[src/rtl/matmul_engine.sv]
// Serial-load DIM x DIM matrix multiplier: loads A and W element by element, computes
// C = A x W on one multiply-accumulate unit, then streams C row-major over valid/ready.
module matmul_engine #(
  parameter int DATA_W = 8,
  parameter int DIM    = 4,
  parameter int ACC_W  = 2*DATA_W+$clog2(DIM)
) (
  input  logic              clk,
  input  logic              rst,
  input  logic [DATA_W-1:0] port_A,
  input  logic              write_enable_A,
  input  logic [DATA_W-1:0] port_W,
  input  logic              write_enable_W,
  input  logic              startSignal,
  output logic              busy,
  output logic [ACC_W-1:0]  port_O,
  output logic              out_valid,
  input  logic              out_ready,
  output logic              done,
  output logic              start_err,
  output logic              load_ovf
);

  localparam int LOG_DIM = $clog2(DIM);
  localparam int IDX_W   = 2*LOG_DIM;
  localparam int CNT_W   = IDX_W+1;
  localparam int NELEM   = DIM*DIM;
  localparam logic [CNT_W-1:0]   FULL     = CNT_W'(NELEM);
  localparam logic [IDX_W-1:0]   LAST_IDX = IDX_W'(NELEM-1);
  localparam logic [LOG_DIM-1:0] LAST_K   = LOG_DIM'(DIM-1);

  typedef enum logic [1:0] {IDLE, COMPUTE, DRAIN} state_e;

  state_e             state_q, state_d;
  logic [CNT_W-1:0]   cntA_q, cntA_d, cntW_q, cntW_d;
  logic [LOG_DIM-1:0] i_q, i_d, j_q, j_d, k_q, k_d;
  logic [IDX_W-1:0]   rd_q, rd_d;
  logic [ACC_W-1:0]   acc_q, acc_d;
  logic [ACC_W-1:0]   portO_q, portO_d;
  logic               outValid_q, outValid_d;
  logic               busy_q, busy_d;
  logic               done_q, done_d;
  logic               startErr_q, startErr_d;
  logic               loadOvf_q, loadOvf_d;

  logic [DATA_W-1:0]  aMem [NELEM];
  logic [DATA_W-1:0]  wMem [NELEM];
  logic [ACC_W-1:0]   cMem [NELEM];
  logic               aWrEn, wWrEn, cWrEn;
  logic [ACC_W-1:0]   macSum;

  // DIM is a power of two, so {row,col} concatenation is the row-major address.
  always_comb begin
    macSum = ((k_q == '0) ? '0 : acc_q)
           + ACC_W'(aMem[{i_q, k_q}]) * ACC_W'(wMem[{k_q, j_q}]);
  end

  always_comb begin
    state_d    = state_q;
    cntA_d     = cntA_q;
    cntW_d     = cntW_q;
    i_d        = i_q;
    j_d        = j_q;
    k_d        = k_q;
    rd_d       = rd_q;
    acc_d      = acc_q;
    portO_d    = portO_q;
    outValid_d = outValid_q;
    busy_d     = busy_q;
    done_d     = 1'b0;
    startErr_d = 1'b0;
    loadOvf_d  = 1'b0;
    aWrEn      = 1'b0;
    wWrEn      = 1'b0;
    cWrEn      = 1'b0;
    case (state_q)
      IDLE: begin
        if (write_enable_A) begin
          if (cntA_q != FULL) begin
            aWrEn  = 1'b1;
            cntA_d = cntA_q + 1'b1;
          end else begin
            loadOvf_d = 1'b1;
          end
        end
        if (write_enable_W) begin
          if (cntW_q != FULL) begin
            wWrEn  = 1'b1;
            cntW_d = cntW_q + 1'b1;
          end else begin
            loadOvf_d = 1'b1;
          end
        end
        if (startSignal) begin
          if (cntA_q == FULL && cntW_q == FULL) begin
            state_d = COMPUTE;
            busy_d  = 1'b1;
            i_d     = '0;
            j_d     = '0;
            k_d     = '0;
          end else begin
            startErr_d = 1'b1;
          end
        end
      end
      COMPUTE: begin
        acc_d = macSum;
        k_d   = k_q + 1'b1;
        if (k_q == LAST_K) begin
          cWrEn = 1'b1;
          j_d   = j_q + 1'b1;
          if (j_q == LAST_K) begin
            i_d = i_q + 1'b1;
            if (i_q == LAST_K) begin
              state_d = DRAIN;
              rd_d    = '0;
            end
          end
        end
      end
      DRAIN: begin
        // The first element is fetched one cycle after entering DRAIN.
        if (!outValid_q) begin
          portO_d    = cMem[rd_q];
          outValid_d = 1'b1;
        end else if (out_ready) begin
          if (rd_q == LAST_IDX) begin
            state_d    = IDLE;
            done_d     = 1'b1;
            busy_d     = 1'b0;
            outValid_d = 1'b0;
            cntA_d     = '0;
            cntW_d     = '0;
          end else begin
            rd_d    = rd_q + 1'b1;
            portO_d = cMem[rd_d];
          end
        end
      end
      default: state_d = IDLE;
    endcase
  end

  always_ff @(posedge clk) begin
    if (rst) begin
      state_q    <= IDLE;
      cntA_q     <= '0;
      cntW_q     <= '0;
      i_q        <= '0;
      j_q        <= '0;
      k_q        <= '0;
      rd_q       <= '0;
      acc_q      <= '0;
      portO_q    <= '0;
      outValid_q <= 1'b0;
      busy_q     <= 1'b0;
      done_q     <= 1'b0;
      startErr_q <= 1'b0;
      loadOvf_q  <= 1'b0;
    end else begin
      state_q    <= state_d;
      cntA_q     <= cntA_d;
      cntW_q     <= cntW_d;
      i_q        <= i_d;
      j_q        <= j_d;
      k_q        <= k_d;
      rd_q       <= rd_d;
      acc_q      <= acc_d;
      portO_q    <= portO_d;
      outValid_q <= outValid_d;
      busy_q     <= busy_d;
      done_q     <= done_d;
      startErr_q <= startErr_d;
      loadOvf_q  <= loadOvf_d;
    end
  end

  // Storage needs no reset; the counters alone decide what is valid.
  always_ff @(posedge clk) begin
    if (aWrEn && !rst) aMem[cntA_q[IDX_W-1:0]] <= port_A;
    if (wWrEn && !rst) wMem[cntW_q[IDX_W-1:0]] <= port_W;
    if (cWrEn && !rst) cMem[{i_q, j_q}] <= macSum;
  end

  assign busy      = busy_q;
  assign port_O    = portO_q;
  assign out_valid = outValid_q;
  assign done      = done_q;
  assign start_err = startErr_q;
  assign load_ovf  = loadOvf_q;

endmodule

[config.mk]
export PLATFORM = sky130hd
export DESIGN_NAME = matmul_engine
export DESIGN_NICKNAME = d
export VERILOG_FILES = /design/src/rtl/matmul_engine.sv
export SDC_FILE = /design/constraint.sdc
export NUM_CORES = 1
export LEC_CHECK = 0
export CAP_MARGIN = 20
export CORE_MARGIN = 2
export CORE_UTILIZATION = 25
export DETAILED_ROUTE_END_ITERATION = 16
export PLACE_DENSITY = 0.41
export SYNTH_ARGS = -nofsm -noshare
export SYNTH_HDL_FRONTEND = slang
export SYNTH_SLANG_ARGS = --single-unit
[constraint.sdc]
create_clock -name clk -period 7.5 [get_ports clk]
set_input_delay 1.125 -clock clk [delete_from_list [all_inputs] [get_ports clk]]
set_output_delay 1.125 -clock clk [all_outputs]
set_load 0.02 [all_outputs]
==> Word-level counts from Yosys, hierarchy flattened <==
Memory sizes are Yosys's and may differ from the RTL's. A register that Yosys moved wholly into a read port is not among the register bits.
Cells that the tools add are included.
{ "classes": {"add_sub_neg": 7, "mul": 1, "div_mod_pow": 0, "n_lt_le_gt_ge": 0, "eq_ne": 25, "n_shift": 0, "mux": 68, "bitwise_logic": 5, "n_reduce_logical": 22} }
{ "op_table": {"columns": ["cell", "n"], "rows": [
  ["$mux W18", 4],
  ["$mux W5", 7],
  ["$mux W4", 8],
  ["$ne A2 B2 Y1 const B", 15],
  ["$mux W1", 28],
  ["$mux W2", 13],
  ["$pmux W5 S2", 2],
  ["$add A18 B16 Y18", 1],
  ["$reduce_and A6 Y1", 3],
  ["$mul A8 B8 Y16", 1],
  ["$pmux W2 S2", 3],
  ["$add A5 B1 Y5 const B", 2],
  ["$eq A5 B5 Y1 const B", 2],
  ["$ne A5 B5 Y1 const B", 2],
  ["$eq A2 B2 Y1 const B", 4],
  ["$pmux W4 S2", 1],
  ["$reduce_and A8 Y1", 1],
  ["$reduce_and A7 Y1", 1],
  ["$add A2 B1 Y2 const B", 3],
  ["$pmux W2 S3", 1],
  ["$reduce_and A3 Y1", 2],
  ["$reduce_bool A2 Y1", 3],
  ["$not A1 Y1", 5],
  ["$reduce_and A5 Y1", 1],
  ["11 further kinds", 15]
]} }
{ "totals": {"regBits": 63, "latchBits": 0, "ramBits": 544, "mem_bits_ro": 0, "inputBits": 22, "output_inout_bits": 23, "word_cells": 145, "mem_count": 3} }
{ "mem_list": {"columns": ["name", "depth", "word_bits", "rd", "rd_ports_with_merged_regs", "write_ports", "line", "source"], "rows": [
  ["cMem", 16, 18, 2, 1, 1, "48", "logic [ACC_W-1:0] cMem [NELEM];"],
  ["aMem", 16, 8, 1, 0, 1, "46", "logic [DATA_W-1:0] aMem [NELEM];"],
  ["wMem", 16, 8, 1, 0, 1, "47", "logic [DATA_W-1:0] wMem [NELEM];"]
]} }

==> Logic depth before layout (Yosys ltp) <==
Gate-level depths: netlist of the first run.
{ "logic_depth": {"ltp_word": 7, "mapped_depth": 23, "depth_no_buf": 20} }

==> Worst setup path before layout of the first run <==
Ideal clock, no wire load.
{ "synth_timing": {"path_type": "reg-to-reg", "start": "register j_q[0]", "end": "memory cMem[0][17] in the netlist's numbering, data pin", "setup_time_ns": 0.297, "t_arrival_ns": 5.822, "t_required_ns": 7.203, "path_slack_ns": 1.381, "stages_incl_launch_ff": 19, "path_buffers": 2, "synth_period_minus_slack_ns": 6.119, "cell_sequence": "dfxtp_1 buf_2 buf_4 mux4_2 mux4_2 and2_1 fa_1 fa_1 fa_1 inv_1 fa_1 inv_1 ha_1 a21o_1 a21oi_1 a21oi_1 o211a_1 a211o_1 xnor2_1"} }
{ "synth_via": {"elab_chain_cells": 3} }
{ "synth_rtl": {"columns": ["element", "line", "source"], "rows": [
  ["start: declaration", "36", "logic [LOG_DIM-1:0] i_q, i_d, j_q, j_d, k_q, k_d;"],
  ["start signal: assignment", "165", "j_q <= j_d;"],
  ["$mem_v2 Z16 W8", null, null],
  ["$mul A8 B8 Y16", "55", "+ ACC_W'(aMem[{i_q, k_q}]) * ACC_W'(wMem[{k_q, j_q}]);"],
  ["$add A18 B16 Y18", "55", null],
  ["named net macSum[17]", "50", "logic [ACC_W-1:0] macSum;"],
  ["end: declaration", "48", null]
]} }
The timed path passes the listed nets, and every way through them passes these cells.

==> Worst setup path after layout of the first run <==
{ "layout_timing": {"start": "register k_q[0]", "end": "memory cMem[12][14] in the netlist's numbering, data pin"} }
{ "layout_via": {"elab_chain_cells": 3, "elab_cells_between_ends": 6, "classes_between": "add/sub: 1; mul: 1; mux: 1; reduce/logical: 1; memory: 2"} }
{ "layout_rtl": {"columns": ["element", "line", "source"], "rows": [
  ["start: declaration", "36", null],
  ["start signal: assignment", "166", "k_q <= k_d;"],
  ["$mem_v2 Z16 W8, or another cell as far along", null, null],
  ["$mul A8 B8 Y16 or $mux W18 (tied branches)", "55, 54", null],
  ["$add A18 B16 Y18 *", "55", null],
  ["named net macSum[14]", "50", null]
]} }
Mark *: on every way through the listed nets, which the timed path passes. The rest lies on a longest branch.

==> results.toml, run 1 <==
[synthesis]
ys_async_sr_fraction_pct = 0
synthFlopType = "edfxtp_1"
synth-seq-area-share_pct = 61.72
synth_seq_cells = 611
synth-edff-count = 544
yosysWarnings = 0
yosysUniqueCellTypes = 62
netlist_area_um2 = 28640
syn_nets = 1783
syn_inst = 1652
synth.avg_cell_area_um2 = 17.34

[timing]
fin_crit_sh_pct = 86.17
tightest_slew_ns = 1.070
rsz0062_at_grt = "no"
max_freq_ghz = 0.1547
setup_viol = 0
finClkSkew_ns = 0.02462
final.setup.tns_ns = 0
hold_violations = 0
slew_headroom_pct = 28.41
layout_min_cycle_time_ns = 6.463
drv_slew = 0
fin_ws_ns = 1.037

[cts]
ctsResizeCount = 0
numCtsBuffers = 72
clk_pin_slew_ns = 0.06
clock-sinks = 611
postCtsSetupRepairBufs = 0
cts_root_buffer = "clkbuf_16"
h-tree-depth = 3
cts_tree = "built"
ctsLongestPathBuffers = 3
holdBufCountCts = 0
clkLatencyLatePin_ns = 0.62

[worst_setup_path]
r2r_start = "k_q[0]"
crit_fanout = 22
crit_slowest_cell = "dfxtp_2"
worst_setup_path_end_kind = "flop"
r2r_setup_slack_ns = 1.04
slowest_delay_ns = 0.68
cp_num_buf_inv = 4
crit_path_cell_trace = "buf_12, mux4_2, mux4_2, and2_1, fa_1, inv_1, fa_1, fa_1, fa_1, inv_1, ha_1, a21o_1, a21o_1, a21oi_1, nor2b_1, nor3_1, mux2_2, o211ai_1, buf_4"
path_class = "flop to flop"
required_ns = 7.94
path_common_cell = "fa_1"
arrival_ns = 6.90
ff2ff_path_depth = 19
crit_family = "adder cells"
cp-start-kind = "flop"
r2r_end = "cMem[12][14]"
crit_start = "k_q[0]"

[run_status]
status = "finished, final reports clean"

[drt]
ant_nets = 0
routed_wl_mm = 77.64
avgViaCountPerCell = 4.640
dr.pass1.iters = 5
vias = 15350
drt_iter0_drc = 1116
wire_per_inst_um = 23.47
post-route-drc-count = 0

[global_routing]
grt_usage_pct = 13.42
grt_pass1_wl_mm = 115.4
grt_start_max_net_pins = 57
gr-total-overflow = 0
antenna_found_initial = 0
first_global_vias = 16660

[finish]
final_layout_size_suffix_gt1_share_pct = 22.27
final_common_cell = "edfxtp_1"
fill_cells = 11240
mostFrequentLayoutCells = "edfxtp_1, mux4_2, inv_1"
num_antenna_cells = 0
layout-area-overhead-vs-synth_pct = 16.37
finalNonFillerCells = 3308
fin_nets = 1874
fin_util_pct = 29.23

[flow_run]
max_cap_viol_count = 0

[pwr]
swShare_pct = 24.59
switchingPower_mw = 2.067
ir_worst_vdd_mv = 0.1570
internal-power_mw = 6.341
power.density_nw_per_um2 = 252.3
power.total_mw = 8.408
clkPwrFrac_pct = 40.2
power_frac_seq_pct = 48.4
p_leak_nw = 10.72
power_frac_comb_pct = 11.4

[floorplan]
die_y_um = 342.5
core_um2 = 114000
initial_core_util_pct = 25.12
dieArea_um2 = 117300
ioPinCount = 45
rows = 124
die_width_um = 342.5

[placed_design]
place.gp.congestion = 0.7191
place_ws_ns = 0.6207
dpl.hpwl_mm = 47.75
placed_cells = 3178
portBuffers = 44

[worst_hold_path]
holdPathStages = 2
hold_path_end = "acc_q[15]"
hold_path_class = "flop to flop"
hold_start = "acc_q[15]"
cell usage after synthesis (3+ instances only):
cell | number | area share, %
a221o_1 | 7 | 0.24
o211ai_1 | 8 | 0.21
and2_1 | 35 | 0.76
a21oi_1 | 33 | 0.58
buf_6 | 4 | 0.16
xor2_1 | 7 | 0.21
inv_1 | 102 | 1.3
dfxtp_1 | 67 | 4.7
and3_1 | 21 | 0.46
nand2b_1 | 21 | 0.46
nor3_1 | 16 | 0.28
o21ai_0 | 11 | 0.19
mux4_1 | 13 | 1.2
edfxtp_1 | 544 | 57
o21a_1 | 3 | 0.079
o31ai_1 | 6 | 0.16
fa_1 | 50 | 3.5
nand2_1 | 87 | 1.1
xnor2_1 | 10 | 0.31
nor2_1 | 75 | 0.98
nand4_1 | 4 | 0.087
buf_1 | 8 | 0.10
a22oi_1 | 9 | 0.24
mux4_2 | 216 | 17
nand3_1 | 16 | 0.28
a21o_1 | 10 | 0.26
a211oi_1 | 19 | 0.50
nor2b_1 | 20 | 0.44
ha_1 | 59 | 2.6
or3_1 | 4 | 0.087
clkbuf_1 | 31 | 0.41
mux2i_1 | 49 | 1.7
buf_2 | 19 | 0.33
buf_4 | 16 | 0.42
a211o_1 | 8 | 0.24
o22ai_1 | 14 | 0.31
final cells by class:
type,instances,area (µm²),share of cell area [%]
inverter,104,390.4,1.171
timing repair buffer,97,894.6,2.684
clock buffer,94,1967,5.902
tap,1512,1892,5.676
clock inverter,33,281.5,0.8447
sequential,611,17690,53.09
multi-input combinational,857,10210,30.63
layer usage:
layer / vias up / global-route usage (%) / part of all wire (%)
li1: 6711 / - / -
met1: 8168 / 17.58 / 44
met2: 349 / 22.50 / 49
met3: 120 / 2.319 / 4.3
met4: 0 / 4.432 / 3.0
met5: - / 0 / 0
flip-flops by register name (all words and copies together), names as in the netlist, named ones only:
register   flops
wMem         128
cntW_q         5
cntA_q         5
i_q            2
state_q        2
k_q            2
start_err      1
port_O        18
aMem         128
out_valid      1
busy           1
load_ovf       1
acc_q         18
rd_q           4
cMem         288
j_q            2
done           1
through the flow:
| step | hold WS (ns) | cell area [µm²] |
|---|---|---|
| 5_1_grt | 0.4768 | 33330 |
| 3_3_place_gp | 0.4393 | 31030 |
| 2_1_floorplan | 0.4274 | 28640 |
| 4_1_cts | 0.4513 | 33280 |
| 6_report | 0.4523 | 33330 |
| 3_5_place_dp | 0.4431 | 31030 |
worst reg2reg max path: stages, from the launching register on:
cell and delay, ns:
dfxtp_2 0.68, buf_12 0.30, mux4_2 0.53, mux4_2 0.60, and2_1 0.23, fa_1 0.53, inv_1 0.05, fa_1 0.50
fa_1 0.43, fa_1 0.49, inv_1 0.04, ha_1 0.33, a21o_1 0.18, a21o_1 0.17, a21oi_1 0.17, nor2b_1 0.09
nor3_1 0.25, mux2_2 0.38, o211ai_1 0.09, buf_4 0.23
how the worst max path moves through the flow:
stage | cells after the start | slack, ns | to
global route | 19 | 0.63 | cMem[14][14]
floorplan | 18 | 1.38 | cMem[0][17]
detailed placement | 18 | 0.62 | cMem[6][14]
finish | 19 | 1.04 | cMem[12][14]
global placement | 18 | 0.69 | cMem[5][14]
CTS | 18 | 0.58 | cMem[14][14]
cell families (layout without fill, tap and decap cells):
group,Yosys count,in the layout,share of synthesized area [%]
AO/OA/AOI/OAI,140,140,3.381
flip-flops,611,611,61.72
XOR/XNOR,19,19,0.6728
adder cells (fa/ha/maj),109,109,6.073
buffers and inverters,184,328,2.888
AND/OR/NAND/NOR,309,309,5.247
multiplexers,280,280,20.02
power groups by stage:
stage	combinational (mW)	sequential [mW]	clock, mW
global placement	0.937	4.15	0
CTS	0.965	4.07	3.49
global route	1.09	4.07	3.61
floorplan	0.533	4.15	0
detailed placement	0.962	4.15	0
finish	0.955	4.07	3.38
Power figures use the tool's default switching activity.
==> inputs of run 2 (changes only) <==
--- a/config.mk
+++ b/config.mk
@@ -5,11 +5,13 @@
 export SDC_FILE = /design/constraint.sdc
 export NUM_CORES = 1
 export LEC_CHECK = 0
+export ABC_CLOCK_PERIOD_IN_PS = 7500
 export CAP_MARGIN = 20
 export CORE_MARGIN = 2
 export CORE_UTILIZATION = 25
 export DETAILED_ROUTE_END_ITERATION = 16
 export PLACE_DENSITY = 0.41
+export RECOVER_POWER = 100
 export SYNTH_ARGS = -nofsm -noshare
 export SYNTH_HDL_FRONTEND = slang
 export SYNTH_SLANG_ARGS = --single-unit
==> run 2 against run 1 <==
Net effect:
- the run now ends with max-capacitance violations, max-slew violations left
- final cell count about the same
- maximum frequency down 4.3%
- cell area down 0.45%
- flip-flop and latch count stayed put
- combinational power down 5.3%
- count of clock-buffer cells in the layout did not move
- global-route usage is the same
- die area unchanged
- sequential power is essentially flat
- critical path type unchanged
- critical endpoint is now cMem[9][10]
- largest cell class unchanged
==> results.toml, run 2 (same netlist as run 1, synthesis figures left out) <==
[timing]
max_freq_ghz = 0.1481
setup_viol = 0
final.setup.tns_ns = 0
fin_ws_ns = 0.7467
layout_min_cycle_time_ns = 6.753
finClkSkew_ns = 0.02567
tightest_slew_ns = 2.719
hold_violations = 0
whs_ns = 0.4525
fin_crit_sh_pct = 90.04
drv_slew = 422
rsz0062_at_grt = "no"
slew_headroom_pct = -81.95

[finish]
fill_cells = 11280
largest_reg_flops = 288
final_common_cell = "edfxtp_1"
layout-area-overhead-vs-synth_pct = 15.84
design_area_um2 = 33180
largest-register = "cMem"
fin_nets = 1874
final_layout_size_suffix_gt1_share_pct = 20.10
mostFrequentLayoutCells = "edfxtp_1, mux4_2, inv_1"
finalNonFillerCells = 3310

[placed_design]
place.gp.congestion = 0.7191
place_ws_ns = 0.6207
portBuffers = 44
placed_cells = 3178
dpl_cell_area_um2 = 31030
dpl.hpwl_mm = 47.75

[drt]
avgViaCountPerCell = 4.647
vias = 15380
post-route-drc-count = 0
drt_iter0_drc = 1097
dr.pass1.iters = 5
wire_per_inst_um = 23.48
ant_nets = 0
routed_wl_mm = 77.72

[floorplan]
die_width_um = 342.5
die_y_um = 342.5
dieArea_um2 = 117300
core_um2 = 114000
ioPinCount = 45
initial_core_util_pct = 25.12
rows = 124

[global_routing]
grt_usage_pct = 13.42
first_global_vias = 16660
grt_pass1_wl_mm = 115.4
antenna_found_initial = 0
gr-total-overflow = 0
grt_start_max_net_pins = 57

[run_status]
status = "complete, but fails checks"
violations = "max-capacitance violations, max-slew violations"

[cts]
cts_root_buffer = "clkbuf_16"
cts_tree = "built"
clkLatencyLatePin_ns = 0.62
holdBufCountCts = 0
ctsResizeCount = 0
ctsLongestPathBuffers = 3
clk_pin_slew_ns = 0.06
postCtsSetupRepairBufs = 0
numCtsBuffers = 72
clock-sinks = 611
h-tree-depth = 3

[worst_setup_path]
worst_setup_path_end_kind = "flop"
required_ns = 7.81
arrival_ns = 7.06
cp-start-kind = "flop"
crit_fanout = 22
path_class = "flop to flop"

[pwr]
p_leak_nw = 10.65
power.density_nw_per_um2 = 252.2
ir_worst_vdd_mv = 0.1363

[worst_hold_path]
hold_path_class = "flop to flop"

[flow_run]
max_cap_viol_count = 25
-- run 2: cell types whose count changed in the layout (fill, tap and decap cells not counted), sizes merged --
cell / change
clkdlybuf4s50: -40
clkbuf: +28
diode: +2
buf: -28
dlygate4sd3: +40
-- run 2: metal layers --
metal	up-vias	wire (µm)	part of all wire [%]	track usage, %
li1	6716	-	-	-
met1	8191	34170	44	17.58
met2	354	37880	49	22.50
met3	119	3329	4.3	2.319
met4	0	2339	3.0	4.432
met5	-	0	0	0
-- run 2: metrics by stage --
stage,total power [mW],utilization (%)
after detailed placement,5.108,27.21
after global placement,5.083,27.21
final,8.367,29.09
after global routing,8.725,29.09
after floorplan,4.684,-
after CTS,8.523,29.19
-- run 2: worst paths after layout --
path,startpoint,end,slack (ns),cells past startpoint
worst max-delay path,k_q[0],cMem[9][10],0.75,19
worst min-delay path,acc_q[15],acc_q[15],0.45,2
worst max register to register,k_q[0],cMem[9][10],0.75,19
worst min register to register,acc_q[15],acc_q[15],0.45,2
-- run 2: power breakdown --
part	total, mW	internal (mW)	switching, mW
sequential	4.08	4.08	0.00549
combinational	0.904	0.232	0.672
clock	3.38	1.98	1.40
total	8.37	6.29	2.07
-- run 2: area by class of cell --
| class | count | area, µm² | share of cell area, % |
|---|---|---|---|
| sequential | 611 | 17690 | 53.33 |
| clock inverter | 33 | 281.5 | 0.8485 |
| inverter | 104 | 390.4 | 1.177 |
| multi-input combinational | 857 | 10160 | 30.63 |
| tap | 1512 | 1892 | 5.702 |
| clock buffer | 94 | 1967 | 5.929 |
| antenna | 2 | 5.005 | 0.01509 |
| timing repair buffer | 97 | 785.8 | 2.368 |
-- run 2: worst max-delay path, cell delays in order (launching register included) --
cell and delay, ns:
dfxtp_2 0.68, buf_12 0.29, mux4_2 0.53, mux4_2 0.61, nand2_1 0.15, fa_1 0.42, inv_1 0.08, fa_1 0.42
ha_1 0.29, inv_1 0.05, fa_1 0.51, inv_1 0.05, ha_1 0.27, a21o_1 0.18, a21oi_1 0.28, o21ai_0 0.24
a21o_1 0.21, a21oi_1 0.30, xnor2_1 0.24, clkbuf_1 0.64
